File: src/rtl/dmem_arb_pkg.sv
// Shared types and defaults for the data-memory arbiter slice.
package dmem_arb_pkg;
  localparam int unsigned DATA_W = 64;
  localparam int unsigned ADDR_W = 64;
  localparam int unsigned DEPTH  = 32;
  localparam int unsigned IDX_W  = 5;

  localparam int unsigned P_CORE = 0;
  localparam int unsigned P_LOAD = 1;

  typedef enum logic [1:0] {IDLE, ISSUE, RESP} state_t;
endpackage

File: src/rtl/rr_arb2.sv
// Two-way round-robin grant with its priority pointer register.
module rr_arb2
  import dmem_arb_pkg::*;
(
  input  logic       clk,
  input  logic       reset,
  input  logic [1:0] req,
  input  logic       en,
  output logic [1:0] gnt
);
  logic ptr;

  always_comb begin
    gnt = '0;
    if (en) begin
      if (req == 2'b11) gnt = ptr ? 2'b10 : 2'b01;
      else              gnt = req;
    end
  end

  // Pointer moves to the port that was not just granted.
  always_ff @(posedge clk or negedge reset) begin
    if (!reset)      ptr <= 1'(P_CORE);
    else if (|gnt)   ptr <= gnt[0];
  end
endmodule

File: src/rtl/dmem_arbiter.sv
// Round-robin sequencer sharing one data memory between core and loader ports.
// Optional address range check: define DMEM_ARB_RANGE_CHECK_EN.
module dmem_arbiter
  import dmem_arb_pkg::*;
#(
  parameter int unsigned DATA_W = dmem_arb_pkg::DATA_W,
  parameter int unsigned ADDR_W = dmem_arb_pkg::ADDR_W,
  parameter int unsigned DEPTH  = dmem_arb_pkg::DEPTH,
  parameter int unsigned IDX_W  = dmem_arb_pkg::IDX_W
) (
  input  logic              clk,
  input  logic              reset,
  input  logic [1:0]        req_valid,
  input  logic [1:0]        req_write,
  input  logic [ADDR_W-1:0] req_addr0,
  input  logic [ADDR_W-1:0] req_addr1,
  input  logic [DATA_W-1:0] req_wdata0,
  input  logic [DATA_W-1:0] req_wdata1,
  output logic [1:0]        req_ready,
  output logic [1:0]        rsp_valid,
  output logic [DATA_W-1:0] rsp_rdata,
  output logic              rsp_err,
  output logic              MemWrite,
  output logic              MemRead,
  output logic [ADDR_W-1:0] ALUResult,
  output logic [DATA_W-1:0] ReadData2,
  input  logic [DATA_W-1:0] ReadData
);
  state_t            state;
  logic [1:0]        gnt;
  logic              sel;
  logic              sel_wr;
  logic [ADDR_W-1:0] sel_addr;
  logic [DATA_W-1:0] sel_wdata;
  logic              sel_err;
  logic              lat_wr;
  logic              lat_err;
  logic [1:0]        owner;

  rr_arb2 u_rr (
    .clk   (clk),
    .reset (reset),
    .req   (req_valid),
    .en    (state == IDLE),
    .gnt   (gnt)
  );

  always_comb begin
    sel       = gnt[1];
    sel_wr    = sel ? req_write[1] : req_write[0];
    sel_addr  = sel ? req_addr1 : req_addr0;
    sel_wdata = sel ? req_wdata1 : req_wdata0;
`ifdef DMEM_ARB_RANGE_CHECK_EN
    sel_err   = (sel_addr >= ADDR_W'(DEPTH));
`else
    sel_err   = 1'b0;
`endif
  end

  assign req_ready = gnt;
  assign rsp_err   = (state == RESP) & lat_err;

  always_comb begin
    rsp_rdata = '0;
    if (state == RESP && !lat_wr && !lat_err) rsp_rdata = ReadData;
  end

  // Strobes and rsp_valid are registered one state ahead so they line up
  // exactly with ISSUE and RESP respectively.
  always_ff @(posedge clk or negedge reset) begin
    if (!reset) begin
      state     <= IDLE;
      MemWrite  <= 1'b0;
      MemRead   <= 1'b0;
      rsp_valid <= '0;
      ALUResult <= '0;
      ReadData2 <= '0;
      lat_wr    <= 1'b0;
      lat_err   <= 1'b0;
      owner     <= '0;
    end else begin
      MemWrite  <= 1'b0;
      MemRead   <= 1'b0;
      rsp_valid <= '0;
      case (state)
        IDLE: begin
          if (|gnt) begin
            lat_wr    <= sel_wr;
            lat_err   <= sel_err;
            owner     <= gnt;
            ALUResult <= ADDR_W'(sel_addr[IDX_W-1:0]);
            ReadData2 <= sel_wdata;
            MemWrite  <= sel_wr & ~sel_err;
            MemRead   <= ~sel_wr & ~sel_err;
            state     <= ISSUE;
          end
        end
        ISSUE: begin
          rsp_valid <= owner;
          state     <= RESP;
        end
        RESP:    state <= IDLE;
        default: state <= IDLE;
      endcase
    end
  end
endmodule

File: config.mk
export PLATFORM = sky130hd
export DESIGN_NAME = dmem_arbiter
export DESIGN_NICKNAME = d
export VERILOG_FILES = /design/src/rtl/dmem_arb_pkg.sv /design/src/rtl/rr_arb2.sv /design/src/rtl/dmem_arbiter.sv
export SDC_FILE = /design/constraint.sdc
export NUM_CORES = 1
export LEC_CHECK = 0
export CORE_AREA = 2 2 203 205
export DETAILED_ROUTE_END_ITERATION = 10
export DIE_AREA = 0 0 205 207
export DONT_BUFFER_PORTS = 1
export GPL_ROUTABILITY_DRIVEN = 1
export PLACE_DENSITY = 0.3
export SLEW_MARGIN = 15
export SYNTH_ARGS = -nofsm -noshare
export SYNTH_HDL_FRONTEND = slang
export SYNTH_HIERARCHICAL = 1
export SYNTH_SLANG_ARGS = --single-unit
File: constraint.sdc
create_clock -name clk -period 3.92 [get_ports clk]
set_input_delay 0.588 -clock clk [delete_from_list [all_inputs] [get_ports clk]]
set_output_delay 0.588 -clock clk [all_outputs]
set_load 0.005 [all_outputs]
==> summary.txt <==
Timing
  – Tcrit/Tclk final: 0.696
  – Unrepaired setup endpoints after global routing: no
  – Final hold vios: 0
  – Final Setup Violations: 0
  – Slew @ Worst Pin: 1.02 ns
  – Fmax: 366 MHz
  – Crit path time final: roughly 2.7 ns
  – Final worst clock skew: around 0.0060 ns
  – Setup TNS: 0 ns
  – Relative slew slack: 0.320
  – Max-slew violations: 0

Run status
  – Status: finished, final reports clean

Worst setup path
  – Worst-path fanout max: 73
  – Worst setup SP type: flop
  – CP Capture Type: primary output
  – Worst EP required: 3.33 ns
  – Crit Reg-Reg Startpoint: state[1]
  – Worst EP arrival: ~2.1 ns
  – Reg2reg end: ReadData2[1]
  – CP peak stage delay: 0.72 ns
  – CP startpoint: state[1]
  – Crit path capture: req_ready[1]
  – Critical path class: flop to primary output
  – Worst path slowest cell: buf_4
  – Reg2reg path depth: 6
  – R2R setup slack: 1.23 ns
  – CP Cell Sequence: nor2_2 > nand2_1 > a21oi_4 > buf_4

Placement
  – IO buf count: 0
  – Placed wire-length estimate: 11.2 mm
  – Dpl cells: between 800 and 900
  – GPL Wtd Cong: slightly above 0.7

Yosys
  – Post-Synthesis Cell Area: roughly 5000 um2
  – Post-synthesis simple-gate area fraction: 0.0941
  – Multiplexer area fraction after synthesis: 0.363
  – Largest family of logic cells by synthesized area: multiplexers
  – Syn Inst Count: about 390
  – Post-synthesis adder-cell area fraction: 0
  – Cell variety after synth: 21
  – Synth Area in XOR/XNOR: 0
  – Post-synthesis compound-gate area fraction: 0.0102
  – Avg Cell Area, Syn: 13.0 um2
  – Ys Warns: 6
  – Sequential area share after synthesis: 0.394
  – Synthesized flop and latch total: 79

Die
  – Row Count: 74
  – Initial Util: 0.124
  – I/O Pins: between 500 and 600
  – Core area: 40400 um2
  – Die Area: 42400 um2
  – Die width: between 200 and 250 um
  – Die height: 207 um

Clocking
  – CTS tree: built
  – Post-CTS Resized: 0
  – Worst-skew pair later-pin latency: roughly 0.37 ns
  – CTS buffer count: 9
  – Clock transition at path regs: 0.06 ns
  – Max clock buf depth: 2
  – Root buffer cell: clkbuf_16
  – CTS Sinks: 79
  – H-tree depth: 3
  – Hold buffers post-CTS: 1
  – # Post-CTS Setup Buffers: 0

Global route
  – GR peak layer: met2
  – Global-route wire length before repair: 20.1 mm
  – Pin count of the biggest net entering global routing: 80
  – Met2 Use GR: 0.128
  – Grt met3 use: 0.0245
  – GRT Total Usage: 0.0672
  – Initial antenna violation count: 4
  – Vias in the first global route: ~3000
  – Grt ovf: 0
  – Met1 Use GR: 0.0602

Detailed routing
  – DRC viols: 0
  – Routed WL: 14.6 mm
  – Vias: 2732
  – Drt pass-1 iters: 4
  – Vias per inst: between 2 and 3
  – Final ANT Viol Nets: 0
  – Drt initial violations: 49
  – Wire per inst: 15.9 um

Layout
  – Nets: 704
  – Layout area overhead: 11.8%
  – Non-filler cells, final: between 900 and 1000
  – Most common cell after layout, fill and taps aside: dfrtp_1
  – Layout cells sized above 1: 0.426
  – Commonest non-fill, non-tap cells in the layout: 79 x dfrtp_1, 72 x mux2_2, 67 x and2_1

Job
  – Maxcap violations: 0

Power and ir drop
  – Leakage power: 2.33 nW
  – Max VDD drop: 0.000265 V
  – PwrDens: 769 nW/um2

Min path
  – Hold crit path type: input pin to asynchronous set/reset pin
## area by class of cell
class / count / area (um2)
sequential: 79 / 1980
antenna: 2 / 5.00
multi-input combinational: 282 / 2590
fill: 4489 / 34800
inverter: 2 / 7.51
clock inverter: 6 / 60.1
tap: 532 / 666
timing repair buffer: 4 / 62.6
clock buffer: 10 / 239
## Yosys cell counts, drive strengths merged
library cell	n	area, um2
o21a	1	15.0
and3	1	6.26
mux2i	2	20.0
dfrtp	79	1980
and2	67	419
nand2	4	15.0
nor2b	2	12.5
a21oi	3	18.8
mux2	138	1800
conb	1	3.75
inv	2	7.51
nor2	1	6.26
clkbuf	6	22.5
nor3b	1	12.5
buf	76	657
a22o	2	17.5
## logic make-up after synthesis
logic type      count (synthesis)
simple gates                   76
flops                          79
mux                           140
other cells                     1
compound gates                  6
buf+inv                        84
## critical path, delay by kind of cell, from the launching register on
kind            cells  cell delay, ns
buf+inv             1            0.72
flops               1            0.41
compound gates      1            0.16
simple gates        2            0.46
## metal layers
layer	wire (um)	share of wire
met2	8090	0.55
met4	382	0.026
met1	4720	0.32
met5	32	0.0022
met3	1390	0.095
## state kept, by name (all words and copies together), names as in the netlist
| name | flops |
|---|---|
| ALUResult | 5 |
| MemRead | 1 |
| state | 2 |
| lat_wr | 1 |
| owner | 2 |
| rsp_valid | 2 |
| ReadData2 | 64 |
| MemWrite | 1 |
| u_rr/ptr | 1 |
## worst min-delay path by stage
stage / depth (start not counted) / slack [ns] / end
2_1_floorplan: 0 / 0.29 / ALUResult[0]
3_3_place_gp: 0 / 0.30 / ReadData2[10]
3_5_place_dp: 0 / 0.29 / ReadData2[44]
4_1_cts: 1 / 0.11 / ReadData2[10]
5_1_grt: 1 / 0.13 / ReadData2[10]
6_report: 1 / 0.12 / ReadData2[10]
## metrics by stage
stage	setup WS [ns]	util	power, mW	area [um2]	hold slack [ns]
after floorplan	1.94	-	3.28	5230	0.292
after global placement	1.25	0.131	3.45	5270	0.295
after detailed placement	1.20	0.131	3.47	5270	0.294
after CTS	1.04	0.139	4.43	5600	0.107
after global routing	0.970	0.139	4.62	5600	0.127
final	1.19	0.139	4.31	5600	0.121
## power by group
group          total, mW  internal [mW]  switching, mW
sequential          1.62           1.24          0.378
clock              0.885          0.507          0.378
combinational       1.80           1.11          0.698
(Power assumes the default switching activity.)
